<file path="src/rtl/seg_scan_controller_if.sv">
// Scan controller bus: value source strobes in, decoder/anode drive out.
// Latency: none, wires only.
// Backpressure: none; load is a single-cycle strobe with no ready.
interface seg_scan_controller_if #(
   parameter int DIGITS = 4
);
   localparam int IW = (DIGITS > 1) ? $clog2(DIGITS) : 1;

   logic                  enable;
   logic                  load;
   logic [4*DIGITS-1:0]   digit_data;
   logic [3:0]            decoder_in;
   logic [DIGITS-1:0]     anode;
   logic [IW-1:0]         digit_idx;
   logic                  frame_done;

   modport master (
      output enable, load, digit_data,
      input  decoder_in, anode, digit_idx, frame_done
   );

   modport slave (
      input  enable, load, digit_data,
      output decoder_in, anode, digit_idx, frame_done
   );
endinterface

</file>
<file path="src/rtl/seg_scan_controller.sv">
// Time-multiplexed digit scanner sharing one 7-segment decoder; optional LEADING_ZERO_BLANK_EN.
// Latency: all outputs registered; anode lights BLANK_CYC cycles after each slot start.
// Backpressure: none; enable low drops to IDLE next cycle, loads apply at the next frame.
module seg_scan_controller #(
   parameter int DIGITS    = 4,
   parameter int SCAN_DIV  = 1000,
   parameter int BLANK_CYC = 16
) (
   input  logic                  clk,
   input  logic                  rst,
   seg_scan_controller_if.slave  bus
);

   localparam int IW = (DIGITS > 1) ? $clog2(DIGITS) : 1;
   localparam int CW = (SCAN_DIV > 1) ? $clog2(SCAN_DIV) : 1;
   localparam logic [CW-1:0] CNT_LAST = CW'(SCAN_DIV - 1);
   localparam logic [CW-1:0] CNT_SHOW = CW'(BLANK_CYC);
   localparam logic [IW-1:0] IDX_LAST = IW'(DIGITS - 1);

   typedef enum logic [1:0] {
      IDLE  = 2'd0,
      BLANK = 2'd1,
      SHOW  = 2'd2
   } state_t;

   state_t              state_q, state_nxt;
   logic [CW-1:0]       cnt_q, cnt_nxt;
   logic [IW-1:0]       idx_q, idx_nxt;
   logic [4*DIGITS-1:0] pending_q, pending_nxt;
   logic [4*DIGITS-1:0] active_q, active_nxt;
   logic [DIGITS-1:0]   anode_q, anode_nxt;
   logic [3:0]          dec_q, dec_nxt;
   logic                fd_q, fd_nxt;
   logic                start_frame;
   logic [DIGITS-1:0]   show_mask;

   function automatic logic [3:0] pick(input logic [4*DIGITS-1:0] v, input logic [IW-1:0] i);
      pick = 4'h0;
      for (int k = 0; k < DIGITS; k++) begin
         if (i == IW'(k)) pick = v[4*k +: 4];
      end
   endfunction

`ifdef LEADING_ZERO_BLANK_EN
   // Walk down from the top digit; everything from the first nonzero digit on is lit.
   always_comb begin
      logic seen_nz;
      seen_nz   = 1'b0;
      show_mask = '0;
      for (int k = DIGITS - 1; k >= 0; k--) begin
         if ((active_q[4*k +: 4] != 4'h0) || (k == 0)) seen_nz = 1'b1;
         show_mask[k] = seen_nz;
      end
   end
`else
   assign show_mask = '1;
`endif

   always_comb begin
      state_nxt   = state_q;
      cnt_nxt     = cnt_q;
      idx_nxt     = idx_q;
      active_nxt  = active_q;
      dec_nxt     = dec_q;
      start_frame = 1'b0;
      pending_nxt = bus.load ? bus.digit_data : pending_q;

      if (!bus.enable) begin
         state_nxt = IDLE;
         cnt_nxt   = '0;
         idx_nxt   = '0;
         dec_nxt   = 4'h0;
      end else begin
         case (state_q)
            IDLE: start_frame = 1'b1;
            default: begin
               if (cnt_q == CNT_LAST) begin
                  if (idx_q == IDX_LAST) begin
                     start_frame = 1'b1;
                  end else begin
                     idx_nxt   = idx_q + IW'(1);
                     cnt_nxt   = '0;
                     state_nxt = BLANK;
                     dec_nxt   = pick(active_q, idx_q + IW'(1));
                  end
               end else begin
                  cnt_nxt   = cnt_q + CW'(1);
                  state_nxt = (cnt_nxt >= CNT_SHOW) ? SHOW : BLANK;
               end
            end
         endcase

         // A load coinciding with the frame start goes straight to the active frame.
         if (start_frame) begin
            active_nxt = bus.load ? bus.digit_data : pending_q;
            idx_nxt    = '0;
            cnt_nxt    = '0;
            state_nxt  = BLANK;
            dec_nxt    = active_nxt[3:0];
         end
      end

      anode_nxt = '1;
      for (int k = 0; k < DIGITS; k++) begin
         if ((state_nxt == SHOW) && (idx_nxt == IW'(k)) && show_mask[k]) anode_nxt[k] = 1'b0;
      end

      fd_nxt = (state_nxt != IDLE) && (idx_nxt == IDX_LAST) && (cnt_nxt == CNT_LAST);
   end

   always_ff @(posedge clk or negedge rst) begin
      if (!rst) begin
         state_q   <= IDLE;
         cnt_q     <= '0;
         idx_q     <= '0;
         pending_q <= '0;
         active_q  <= '0;
         anode_q   <= '1;
         dec_q     <= 4'h0;
         fd_q      <= 1'b0;
      end else begin
         state_q   <= state_nxt;
         cnt_q     <= cnt_nxt;
         idx_q     <= idx_nxt;
         pending_q <= pending_nxt;
         active_q  <= active_nxt;
         anode_q   <= anode_nxt;
         dec_q     <= dec_nxt;
         fd_q      <= fd_nxt;
      end
   end

   assign bus.anode      = anode_q;
   assign bus.decoder_in = dec_q;
   assign bus.digit_idx  = idx_q;
   assign bus.frame_done = fd_q;

endmodule

</file>
<file path="src/flat_wrapper.sv">
// flat-port wrapper written by rule: the top's interface ports become plain ports
module seg_scan_controller_flat 
#(
   parameter int DIGITS    = 4,
   parameter int SCAN_DIV  = 1000,
   parameter int BLANK_CYC = 16
)
  (clk, rst, bus_enable, bus_load, bus_digit_data, bus_decoder_in, bus_anode, bus_digit_idx, bus_frame_done);
  seg_scan_controller_if #(.DIGITS(DIGITS)) bus_i ();
  input  logic clk;
  input  logic rst;
  input wire logic [$bits(bus_i.enable)-1:0] bus_enable;
  input wire logic [$bits(bus_i.load)-1:0] bus_load;
  input wire logic [$bits(bus_i.digit_data)-1:0] bus_digit_data;
  output wire logic [$bits(bus_i.decoder_in)-1:0] bus_decoder_in;
  output wire logic [$bits(bus_i.anode)-1:0] bus_anode;
  output wire logic [$bits(bus_i.digit_idx)-1:0] bus_digit_idx;
  output wire logic [$bits(bus_i.frame_done)-1:0] bus_frame_done;
  assign bus_i.enable = bus_enable;
  assign bus_i.load = bus_load;
  assign bus_i.digit_data = bus_digit_data;
  assign bus_decoder_in = bus_i.decoder_in;
  assign bus_anode = bus_i.anode;
  assign bus_digit_idx = bus_i.digit_idx;
  assign bus_frame_done = bus_i.frame_done;
  seg_scan_controller #(.DIGITS(DIGITS), .SCAN_DIV(SCAN_DIV), .BLANK_CYC(BLANK_CYC)) u_core (.clk(clk), .rst(rst), .bus(bus_i));
endmodule
</file>
<file path="config.mk">
export PLATFORM = sky130hd
export DESIGN_NAME = seg_scan_controller_flat
export DESIGN_NICKNAME = d
export VERILOG_FILES = /design/src/rtl/seg_scan_controller_if.sv /design/src/rtl/seg_scan_controller.sv /design/src/flat_wrapper.sv
export SDC_FILE = /design/constraint.sdc
export NUM_CORES = 1
export LEC_CHECK = 0
export ABC_AREA = 1
export CAP_MARGIN = 15
export CORE_MARGIN = 8
export CORE_UTILIZATION = 60
export CTS_BUF_LIST = sky130_fd_sc_hd__clkbuf_4 sky130_fd_sc_hd__clkbuf_8
export CTS_CLUSTER_SIZE = 24
export DETAILED_ROUTE_END_ITERATION = 12
export GPL_TIMING_DRIVEN = 0
export PLACE_DENSITY_LB_ADDON = 0.25
export SLEW_MARGIN = 20
export SYNTH_ARGS = -nofsm -noshare
export SYNTH_HDL_FRONTEND = slang
export SYNTH_SLANG_ARGS = --single-unit
</file>
<file path="constraint.sdc">
create_clock -name clk -period 3.9 [get_ports clk]
set_input_delay 0.585 -clock clk [delete_from_list [all_inputs] [get_ports clk]]
set_output_delay 0.585 -clock clk [all_outputs]
set_load 0.05 [all_outputs]
</file>
==> key figures <==
Critical path
  • Startpoint class of the critical path: register
  • Top delay family on crit path: buffers and inverters
  • CP arrival: 1.64 ns
  • Crit path max fanout: 1
  • CP Buf/Inv Count: 1
  • CP endpoint kind: output port
  • Critical Path RT: 3.31 ns
  • CP max-delay cell: clkdlybuf4s50_1
  • WS Path Type: register to output port
  • Cells along the critical path: clkdlybuf4s50_1
  • Critical path's largest stage delay: 0.80 ns

Detailed routing
  • Via count: 1,914
  • Drt wl/cell: 14.33 um
  • Final routed DRC violation total: 0
  • 1st-pass router iterations: 4
  • ANT nets after route: 0
  • Via density: 5.317
  • 1st-iter DRT viols: 129
  • WL final: 5.160 mm

Global route
  • First-pass GRT wire length: 8.763 mm
  • Total GRT Usage: 0.1699
  • GR Overflow Total: 0
  • Largest net degree at the start of global routing: 56
  • Vias in the first global route: 1,902
  • Initial antenna violation count: 0

Timing
  • Clock skew: 0.007660 ns
  • Fin crit period: 2.221 ns
  • RSZ-0062 raised after global routing: false
  • Setup TNS: 0 ns
  • Worst-margin pin slew: 0.6649 ns
  • Final Hold Viols: 0
  • Final setup viols: 0
  • Max Slew Vio Count: 0
  • Slew headroom: 0.5567
  • Fin crit share: 0.5695
  • FMAX: 450.2 MHz

Layout
  • Fillers: 293
  • Number of inserted diodes: 0
  • Area Growth Syn to Fin: 18.00%
  • Nets@finish: 331
  • Fraction of layout cells with a size suffix above 1: 0.1613

Clocking
  • CTS tree: yes
  • Setup Fix Bufs, Post-CTS: 0
  • Clk sinks: 55
  • TritonCTS Buffers: 5
  • CTS root buf: clkbuf_8
  • Clock latency on the worst-skew pair: 0.30 ns
  • Max Root-Sink Buffers: 2
  • Clock-pin slew on the worst setup and hold paths: 0.09 ns
  • Post-CTS sizing: 0
  • Post-CTS Hold Fix Bufs: 0
  • CTS H-tree lvls: 2

Run status
  • Run status: completed

Synth
  • Post-synth top flop: dfrtp_1
  • Seq cells post-synth: 55
  • Ys async rst share: 1.000
  • Synth cell types: 25
  • Post-synth EDFFs: 0
  • Post-Synthesis Cells: 273
  • Dominant cell type by area after synthesis: dfrtp_1
  • Syn Area/Cell: 9.244 um^2
  • Post-Syn Area: 2524 um^2
  • Syn nets: 295
  • Synthesis Warnings: 0
  • Post-synthesis sequential area ratio: 0.5473
  • Ranking of synthesized cells by area: dfrtp_1, mux2_2, nand2_1
  • Top cell type's share of synthesized area: 0.5057
  • Top cell types by occurrence after synthesis: nand2_1, dfrtp_1, inv_1, nor2_1, o21ai_0
  • Most frequent cell after synthesis: nand2_1

Die
  • IO Count: 31
  • Row cnt: 23
  • Starting Density: 0.6264
  • Core Box Area: 4029 um^2
  • Die Area: 6538 um^2
  • Die Y: 80.86 um
  • Die width: 80.86 um

Placed design
  • Dpl hpwl: 3.894 mm
  • Placer Congestion: 0.8876
  • PortBufs: 29

Pwr
  • Peak supply drop: 360.2 uV
  • Pwr Total: 1.129 mW
  • PD cells: 379.0 nW/um^2
  • Leak: 1.402 nW

Run
  • Max-Cap Viols: 0

Worst hold path
  • Worst hold path class: input pin to asynchronous set/reset pin
area by class of cell:
class                           instances  area (um^2)  area share
Tap cell                               50        62.56     0.02101
Inverter                               40        150.1     0.05042
Clock buffer                            8        103.9     0.03487
Timing Repair Buffer                   29        287.8     0.09664
Multi-Input combinational cell        174        969.7      0.3256
Sequential cell                        55         1381      0.4639
Buffer                                  4        22.52    0.007563
registers in the layout (all words and copies together) (netlist names):
| register | cells |
|---|---|
| u_core.cnt_q | 10 |
| u_core.state_q | 2 |
| u_core.bus.digit_idx | 2 |
| u_core.active_q | 16 |
| u_core.bus.anode | 4 |
| u_core.pending_q | 16 |
| u_core.bus.frame_done | 1 |
| u_core.bus.decoder_in | 4 |
kinds of logic (layout without fill, tap and decap cells):
family	Yosys count	count (layout)	synth area share
flip-flops	55	55	0.5473
adder cells (fa/ha/maj)	2	2	0.009914
buffers and inverters	44	81	0.06842
AO/OA/AOI/OAI	36	36	0.08081
multiplexers	20	20	0.08924
AND/OR/NAND/NOR	116	116	0.2043
final timing paths:
path                                 startpoint               endpoint  slack [ns]  depth (start not counted)
max                         u_core.bus.anode[2]           bus_anode[2]        1.68                          1
min                                         rst   u_core.pending_q[11]        0.30                          1
min in group clk           u_core.pending_q[10]   u_core.pending_q[10]        0.50                          1
max reg2reg                     u_core.cnt_q[0]  u_core.bus.frame_done        1.88                         10
max in group asynchronous                   rst    u_core.active_q[13]        3.15                          1
min reg2reg                u_core.pending_q[10]   u_core.pending_q[10]        0.50                          1
where the power goes:
part	total, mW	switching [mW]	internal, mW
combinational	0.149	0.0839	0.0651
sequential	0.641	0.0206	0.620
clock	0.339	0.170	0.169
total	1.13	0.274	0.854
through the flow:
step	hold WS (ns)	setup WS (ns)	util	std cells	area, um^2
after floorplan	0.2894	2.045	-	273	2524
after global placement	0.4795	0.6792	0.7140	352	2877
after detailed placement	0.4867	1.483	0.7134	352	2874
after CTS	0.3300	1.668	0.7391	360	2978
after global routing	0.3606	1.622	0.7391	360	2978
final	0.3014	1.679	0.7391	360	2978
layout by cell type, fill, tap and decap left out, types with 7 or more instances in the layout:
cell             synthesis  layout
nand2_1                 55      55
dfrtp_1                 51      51
inv_1                   38      38
nor2_1                  31      31
clkdlybuf4s50_1          0      28
o21ai_0                 21      21
mux2_2                  20      20
nand3_1                 11      11
nand4_1                  8       8
a21oi_1                  7       7
clkbuf_8                 0       7
per-layer routing:
layer	global-route usage	share of wire	vias up	wire, um
met2	0.2983	0.53	47	2733
met4	0.04643	0.011	0	55
met5	0	0	-	0
met3	0.03863	0.039	7	200
li1	-	-	954	-
met1	0.2046	0.42	906	2171
Note: power is estimated with default switching activity, not from simulation.
